File: src/rtl/tx_stream_arbiter.sv
// rtl/tx_stream_arbiter.sv - three-way round-robin packet arbiter onto one output word stream
module tx_stream_arbiter #(
  parameter int LEN_BITS = 8
) (
  input  logic        clk,
  input  logic        rst,
  input  logic [31:0] input_0,
  input  logic [31:0] input_1,
  input  logic [31:0] input_2,
  input  logic        input_0_stb,
  input  logic        input_1_stb,
  input  logic        input_2_stb,
  output logic        input_0_ack,
  output logic        input_1_ack,
  output logic        input_2_ack,
  output logic [31:0] output_tx,
  output logic        output_tx_stb,
  input  logic        output_tx_ack,
  output logic [1:0]  grant,
  output logic        busy
);

  typedef enum logic [1:0] {
    IDLE = 2'd0,
    LOAD = 2'd1,
    SEND = 2'd2
  } state_t;

  state_t              state_q, state_d;
  logic [1:0]          grant_q, grant_d;
  logic [1:0]          last_q, last_d;
  logic [LEN_BITS-1:0] remaining_q, remaining_d;
  logic                header_q, header_d;
  logic [31:0]         tx_q, tx_d;
  logic                tx_stb_q, tx_stb_d;
  logic                busy_q, busy_d;

  logic [2:0]  stb_v;
  logic [2:0]  grant_oh;
  logic [2:0]  ack_v;
  logic [31:0] sel_data;
  logic        sel_stb;
  logic [1:0]  rr_pick;

  assign stb_v = {input_2_stb, input_1_stb, input_0_stb};

  // Scan starts one past the previous owner so every requester gets a turn.
  always_comb begin
    rr_pick = 2'd3;
    case (last_q)
      2'd0: begin
        if (stb_v[1])      rr_pick = 2'd1;
        else if (stb_v[2]) rr_pick = 2'd2;
        else if (stb_v[0]) rr_pick = 2'd0;
      end
      2'd1: begin
        if (stb_v[2])      rr_pick = 2'd2;
        else if (stb_v[0]) rr_pick = 2'd0;
        else if (stb_v[1]) rr_pick = 2'd1;
      end
      default: begin
        if (stb_v[0])      rr_pick = 2'd0;
        else if (stb_v[1]) rr_pick = 2'd1;
        else if (stb_v[2]) rr_pick = 2'd2;
      end
    endcase
  end

  always_comb begin
    grant_oh = 3'b000;
    sel_data = input_0;
    case (grant_q)
      2'd0: begin grant_oh = 3'b001; sel_data = input_0; end
      2'd1: begin grant_oh = 3'b010; sel_data = input_1; end
      2'd2: begin grant_oh = 3'b100; sel_data = input_2; end
      default: ;
    endcase
    sel_stb = |(stb_v & grant_oh);
  end

  // Only the owner is ever acked, and only while no output word is pending.
  always_comb begin
    ack_v = 3'b000;
    if (!rst && state_q == LOAD) ack_v = stb_v & grant_oh;
  end

  assign input_0_ack = ack_v[0];
  assign input_1_ack = ack_v[1];
  assign input_2_ack = ack_v[2];

  always_comb begin
    state_d     = state_q;
    grant_d     = grant_q;
    last_d      = last_q;
    remaining_d = remaining_q;
    header_d    = header_q;
    tx_d        = tx_q;
    tx_stb_d    = tx_stb_q;
    case (state_q)
      IDLE: begin
        if (|stb_v) begin
          grant_d  = rr_pick;
          header_d = 1'b1;
          state_d  = LOAD;
        end
      end
      LOAD: begin
        if (sel_stb) begin
          tx_d     = sel_data;
          tx_stb_d = 1'b1;
          header_d = 1'b0;
          if (header_q) remaining_d = sel_data[LEN_BITS-1:0];
          state_d  = SEND;
        end
      end
      SEND: begin
        if (output_tx_ack) begin
          tx_stb_d = 1'b0;
          if (remaining_q == '0) begin
            last_d  = grant_q;
            grant_d = 2'd3;
            state_d = IDLE;
          end else begin
            remaining_d = remaining_q - 1'b1;
            state_d     = LOAD;
          end
        end
      end
      default: begin
        grant_d  = 2'd3;
        tx_stb_d = 1'b0;
        state_d  = IDLE;
      end
    endcase
    busy_d = (state_d != IDLE);
  end

  always_ff @(posedge clk) begin
    if (rst) begin
      state_q     <= IDLE;
      grant_q     <= 2'd3;
      last_q      <= 2'd2;
      remaining_q <= '0;
      header_q    <= 1'b0;
      tx_q        <= '0;
      tx_stb_q    <= 1'b0;
      busy_q      <= 1'b0;
    end else begin
      state_q     <= state_d;
      grant_q     <= grant_d;
      last_q      <= last_d;
      remaining_q <= remaining_d;
      header_q    <= header_d;
      tx_q        <= tx_d;
      tx_stb_q    <= tx_stb_d;
      busy_q      <= busy_d;
    end
  end

  assign output_tx     = tx_q;
  assign output_tx_stb = tx_stb_q;
  assign grant         = grant_q;
  assign busy          = busy_q;

endmodule

File: config.mk
export PLATFORM = sky130hd
export DESIGN_NAME = tx_stream_arbiter
export DESIGN_NICKNAME = d
export VERILOG_FILES = /design/src/rtl/tx_stream_arbiter.sv
export SDC_FILE = /design/constraint.sdc
export NUM_CORES = 1
export LEC_CHECK = 0
export BUFFER_PORTS_ARGS = -buffer_cell sky130_fd_sc_hd__buf_4
export CORE_MARGIN = 3
export CORE_UTILIZATION = 51
export CTS_BUF_LIST = sky130_fd_sc_hd__clkbuf_2 sky130_fd_sc_hd__clkbuf_4 sky130_fd_sc_hd__clkbuf_8
export CTS_CLUSTER_DIAMETER = 120
export CTS_CLUSTER_SIZE = 20
export DETAILED_ROUTE_END_ITERATION = 7
export PLACE_DENSITY = 0.89
export RECOVER_POWER = 100
export SLEW_MARGIN = 20
export SYNTH_ARGS = -nofsm -noshare
export SYNTH_HDL_FRONTEND = slang
export SYNTH_SLANG_ARGS = --single-unit
File: constraint.sdc
create_clock -name clk -period 5.9 [get_ports clk]
set_input_delay 0.59 -clock clk [delete_from_list [all_inputs] [get_ports clk]]
set_output_delay 0.59 -clock clk [all_outputs]
set_load 0.1 [all_outputs]
Word-level counts from Yosys, hierarchy flattened

Index checks and enable logic that the tools add are counted.

$add $sub $neg: 1
Equality and inequality tests: 11
Muxes and demuxes: 33
Bitwise logic cells: 3
Reduce and logical (&&, ||, !) cells: 17

Operator list:

| cell                                              | count |
|---|---|
| one-hot mux 32 bit (2 select lines)               | 1 |
| two-way mux 8 bit                                 | 4 |
| two-way mux 2 bit                                 | 14 |
| one-hot mux 8 bit (2 select lines)                | 1 |
| inequality test 2 bit (second input constant)     | 6 |
| one-hot mux 2 bit (3 select lines)                | 2 |
| one-hot mux 3 bit (3 select lines)                | 1 |
| AND reduction 3 bit                               | 3 |
| zero test 8 bit                                   | 1 |
| subtractor 8 x 1 -> 8 bit (second input constant) | 1 |
| == test 2 x 1 -> 1 bit (second input constant)    | 3 |
| zero test 2 bit                                   | 3 |
| two-way mux 1 bit                                 | 6 |
| nonzero test 2 bit                                | 3 |
| OR reduction 3 bit                                | 2 |
| AND reduction 5 bit                               | 1 |
| == test 2 bit (second input constant)             | 2 |
| one-hot mux 2 bit (2 select lines)                | 1 |
| AND reduction 4 bit                               | 1 |
| AND 3 bit                                         | 1 |
| two-way mux 3 bit                                 | 1 |
| one-hot mux 1 bit (3 select lines)                | 1 |
| NOT 1 bit                                         | 2 |
| one-hot mux 1 bit (2 select lines)                | 1 |
| other kinds (3)                                   | 3 |

Register bits: 49
Input bits: 102
Output and inout bits: 39
Logic and storage cells: 73

Logic depth before layout (Yosys ltp)

Depth in word-level cells: 7
Mapped depth: 9
Mapped depth without buffers: 6

Worst setup path after synthesis

OpenSTA, ideal clock, no wires.

Path type: reg2out
Start: reg grant_q[0] (netlist: grant[0])
End: out input_1_ack
Arrival time: 3.855 ns
Required time: 5.310 ns
Setup slack: 1.455 ns
Stages on the path, launching flop included: 6
Buffers on the path: 2
Cell sequence: dfxtp_1 > ha_1 > clkbuf_1 > clkbuf_1 > nand2_1 > nor3_1

Longest elaborated chain between the ends: 4
Elaborated cells on any way between the ends: 6
Classes of those cells: eq/ne (2); mux (2); bitwise (1); reduce/logical (1)

RTL lines:

| element                                     | RTL line | source |
|---|---|---|
| from (decl)                                 | 30       | `logic [1:0] grant_q, grant_d;` |
| from (signal assigned)                      | 150      | `grant_q <= grant_d;` |
| == test 2 bit, or another cell as far along | 72       | `case (grant_q)` |
| one-hot mux 3 bit (3 select lines) *        | 72       |  |
| AND 3 bit *                                 | 84       | `if (!rst && state_q == LOAD) ack_v = stb_v & grant_oh;` |
| two-way mux 3 bit *                         | 84       |  |
| to (decl)                                   | 14       | `output logic input_1_ack,` |

Mark *: on every way between the ends. The rest lies on a longest branch, timed or not.

Worst setup path after layout

Start: reg grant_q[1] (netlist: grant[1])
End: reg tx_q[13] (netlist: output_tx[13])

Longest elaborated chain between the ends: 5
Elaborated cells on any way between the ends: 8
Classes of those cells: eq/ne (2); mux (2); bitwise (1); reduce/logical (3)

RTL lines:

| element                                     | RTL line | source |
|---|---|---|
| == test 2 bit, or another cell as far along | 72       |  |
| one-hot mux 3 bit (3 select lines)          | 72       |  |
| AND 3 bit                                   | 78       | `sel_stb = \|(stb_v & grant_oh);` |
| OR reduction 3 bit                          | 78       |  |
| AND reduction 2 bit (no source line)        | --       |  |
| to (signal assigned)                        | 154      | `tx_q <= tx_d;` |
| to (decl)                                   | 34       | `logic [31:0] tx_q, tx_d;` |

Parallel ways exist; a longest one is shown, timed or not.
A chain may end at the register's enable or synchronous reset.

==> reports/results.txt <==
Setup TNS: 0 ps
clk_lat worst skew: 310 ps
async set-or-reset flop fraction in the synthesized netlist: 0
total number of vias: 3,300
Max VDD drop: 0.1591 mV
Die X: 79.22 um
placed insts: 534
Site Rows: 26
pin slew with the least headroom to its limit: 1772 ps
hold_ws: 457.8 ps
status: finished, violations left
Max Cap Violations: 1
worst-path cell with the longest stage delay: or2_0
Post-Synthesis Cells: 357
sequential share of the synthesized area: 0.3588
Comb pwr share: 0.395
final WL: 9149 um
Clk pwr share: 0.264
Final Wtd Congestion: 0.9558
Clock Skew: 6.181 ps
worst path required time: 6140 ps
Worst-path clk slew: 90 ps
CTS hold repair buffers: 0
Setup Buffers After CTS: 0
core area: 0.005140 mm^2
htree depth: 2
largest net degree at the start of global routing: 67
number of global-route vias before repair: 3,069
RSZ-0062 raised after global routing: false
period utilization: 0.6889
initial antenna violation count: 0
per-cell routed wire length: 16.88 um
die area: 0.006275 mm^2
layout cells sized above 1: 0.2415
CTS tree: built
Net count, final: 577
CTS buffer count: 5
routed vias/inst: 6.089
ys flop type: dfxtp_1
critical path class: flop to flop
root buf cell: clkbuf_8
Fill cells: 462
Layout Area Growth over Synthesis: 36.43%
worst stage delay on the critical path: 1380 ps
Post-synth EDFFs: 0
DRC viols: 0
detailed placement HPWL: 6276 um
switching power: 0.0004391 W
violated checks: max-capacitance violations, max-slew violations
Seq cells post-synth: 49
Initial DRC Count: 289
first-pass GRT wire length: 14,450 um
Sequential Power Share: 0.341
quantity of I/O buffers inserted on ports: 140
Tot GR Track Use: 0.2852
Lkg Pwr: 1.498 nW
Syn Std Cell Area: 0.002734 mm^2
PwrDens: 290.7 mW/mm^2
gr ovfl total: 0
Max clock buf depth: 2
clk sinks: 49
Switching Share: 0.4050
Ys Warns: 0
Worst Path Max Fanout: 34
Critical Path Sink Type: flop
Initial DRT Pass Iterations: 5
crit path cell chain: inv_1 > ha_1 > a222oi_1 > clkbuf_1 > or2_0 > a21oi_1 > nor2_1
Post-Syn Nets: 463
CP arrival: 4310 ps
commonest non-fill, non-tap cell in the layout: buf_4
final hold vios: 0
post-route insts no fill: 542
io pins: 141
reg2reg path depth: 7
Hold Path Depth: 2
max-slew violations: 31
commonest cells after routing, fill and taps aside: buf_4, nor2_1, dfxtp_1
Post-CTS Resized: 0
hold crit path type: flop to flop
Syn Area/Cell: 7.658 um^2
antenna cell count: 0
final setup fails: 0
Max Clk Rate: 0.2460 GHz
min cycle time layout: 4064 ps
Die H: 79.22 um
synth unique cells: 43
post-route antenna net violation count: 0
initial core utilization: 0.5319
P_int: 0.0006451 W
Worst slew margin: -0.1815
startpoint type of the worst setup path: flop
[final timing paths]
check | start | slack [ps] | to
setup / recovery | grant[1]$_SDFFE_PP1P_ | 1840 | output_tx[13]$_SDFFE_PP0P_
hold / removal | output_tx[0]$_SDFFE_PP0P_ | 460 | output_tx[0]$_SDFFE_PP0P_
setup reg to reg | grant[1]$_SDFFE_PP1P_ | 1840 | output_tx[13]$_SDFFE_PP0P_
hold reg to reg | output_tx[0]$_SDFFE_PP0P_ | 460 | output_tx[0]$_SDFFE_PP0P_
[power by group through the flow]
stage | Clock, W | Sequential, W | Combinational [W]
after floorplan | 0 | 0.000499 | 0.000190
after global placement | 0 | 0.000376 | 0.000432
after detailed placement | 0 | 0.000376 | 0.000438
after CTS | 0.000286 | 0.000369 | 0.000441
after global routing | 0.000302 | 0.000373 | 0.000458
final | 0.000287 | 0.000370 | 0.000428
[stage by stage]
stage	power [W]	instance area, um^2	util	worst slack [ps]
2_1_floorplan	0.0006891	2734	-	1455
5_1_grt	0.001132	3730	0.7257	1506
3_5_place_dp	0.0008148	3750	0.7296	2955
6_report	0.001084	3730	0.7257	1836
4_1_cts	0.001097	3887	0.7563	2906
3_3_place_gp	0.0008079	3750	0.7296	3098
[synth_stat cells (all sizes together) (3+ instances only)]
cell / n / share of area
a2111oi: 26 / 0.083
a211oi: 4 / 0.011
a21oi: 48 / 0.088
a22oi: 33 / 0.091
buf: 9 / 0.016
clkbuf: 26 / 0.036
dfxtp: 49 / 0.36
ha: 4 / 0.018
inv: 6 / 0.0082
mux2i: 4 / 0.015
nand2: 18 / 0.025
nand2b: 3 / 0.0069
nand3: 3 / 0.0055
nor2: 73 / 0.10
nor2b: 3 / 0.0069
nor3: 8 / 0.015
o21ai: 5 / 0.0092
o32ai: 5 / 0.016
or4: 4 / 0.012
[sequential cells by signal (all words and copies together) (netlist names)]
| register | count |
|---|---|
| output_tx_stb | 1 |
| grant | 2 |
| header_q | 1 |
| state_q | 2 |
| remaining_q | 8 |
| busy | 1 |
| output_tx | 32 |
| last_q | 2 |
[logic make-up (layout without fill, tap and decap cells)]
family / after synthesis / after routing / share of synthesized area
buffers and inverters: 42 / 157 / 0.06087
AO/OA/AOI/OAI: 137 / 137 / 0.3506
adder cells (fa/ha/maj): 4 / 4 / 0.01831
multiplexers: 4 / 4 / 0.01465
flip-flops: 49 / 49 / 0.3588
AND/OR/NAND/NOR: 121 / 121 / 0.1968
[worst max-delay path, delay by kind of cell, from the launching register on]
kind	cells	cell delay [ps]
simple gates	2	1520
fa+ha+maj	1	610
compound gates	2	790
buf+inv	2	680
flops	1	400
[area by class of cell]
type,instances,area (um^2),area share
clock buffer,5,68.82,0.01845
clock inverter,3,68.82,0.01845
inverter,7,26.28,0.007045
multi-input combinational,266,1585,0.4250
sequential,49,980.9,0.2630
tap,70,87.58,0.02348
timing repair buffer,142,912.1,0.2445
[layer usage]
metal | routed length (um) | track usage | vias to the layer above
li1 | - | - | 1559
met1 | 3597 | 0.3371 | 1559
met2 | 4575 | 0.5067 | 154
met3 | 767 | 0.07710 | 28
met4 | 209 | 0.07560 | 0
met5 | 0 | 0 | -
Note: power is estimated with default switching activity, not from simulation.
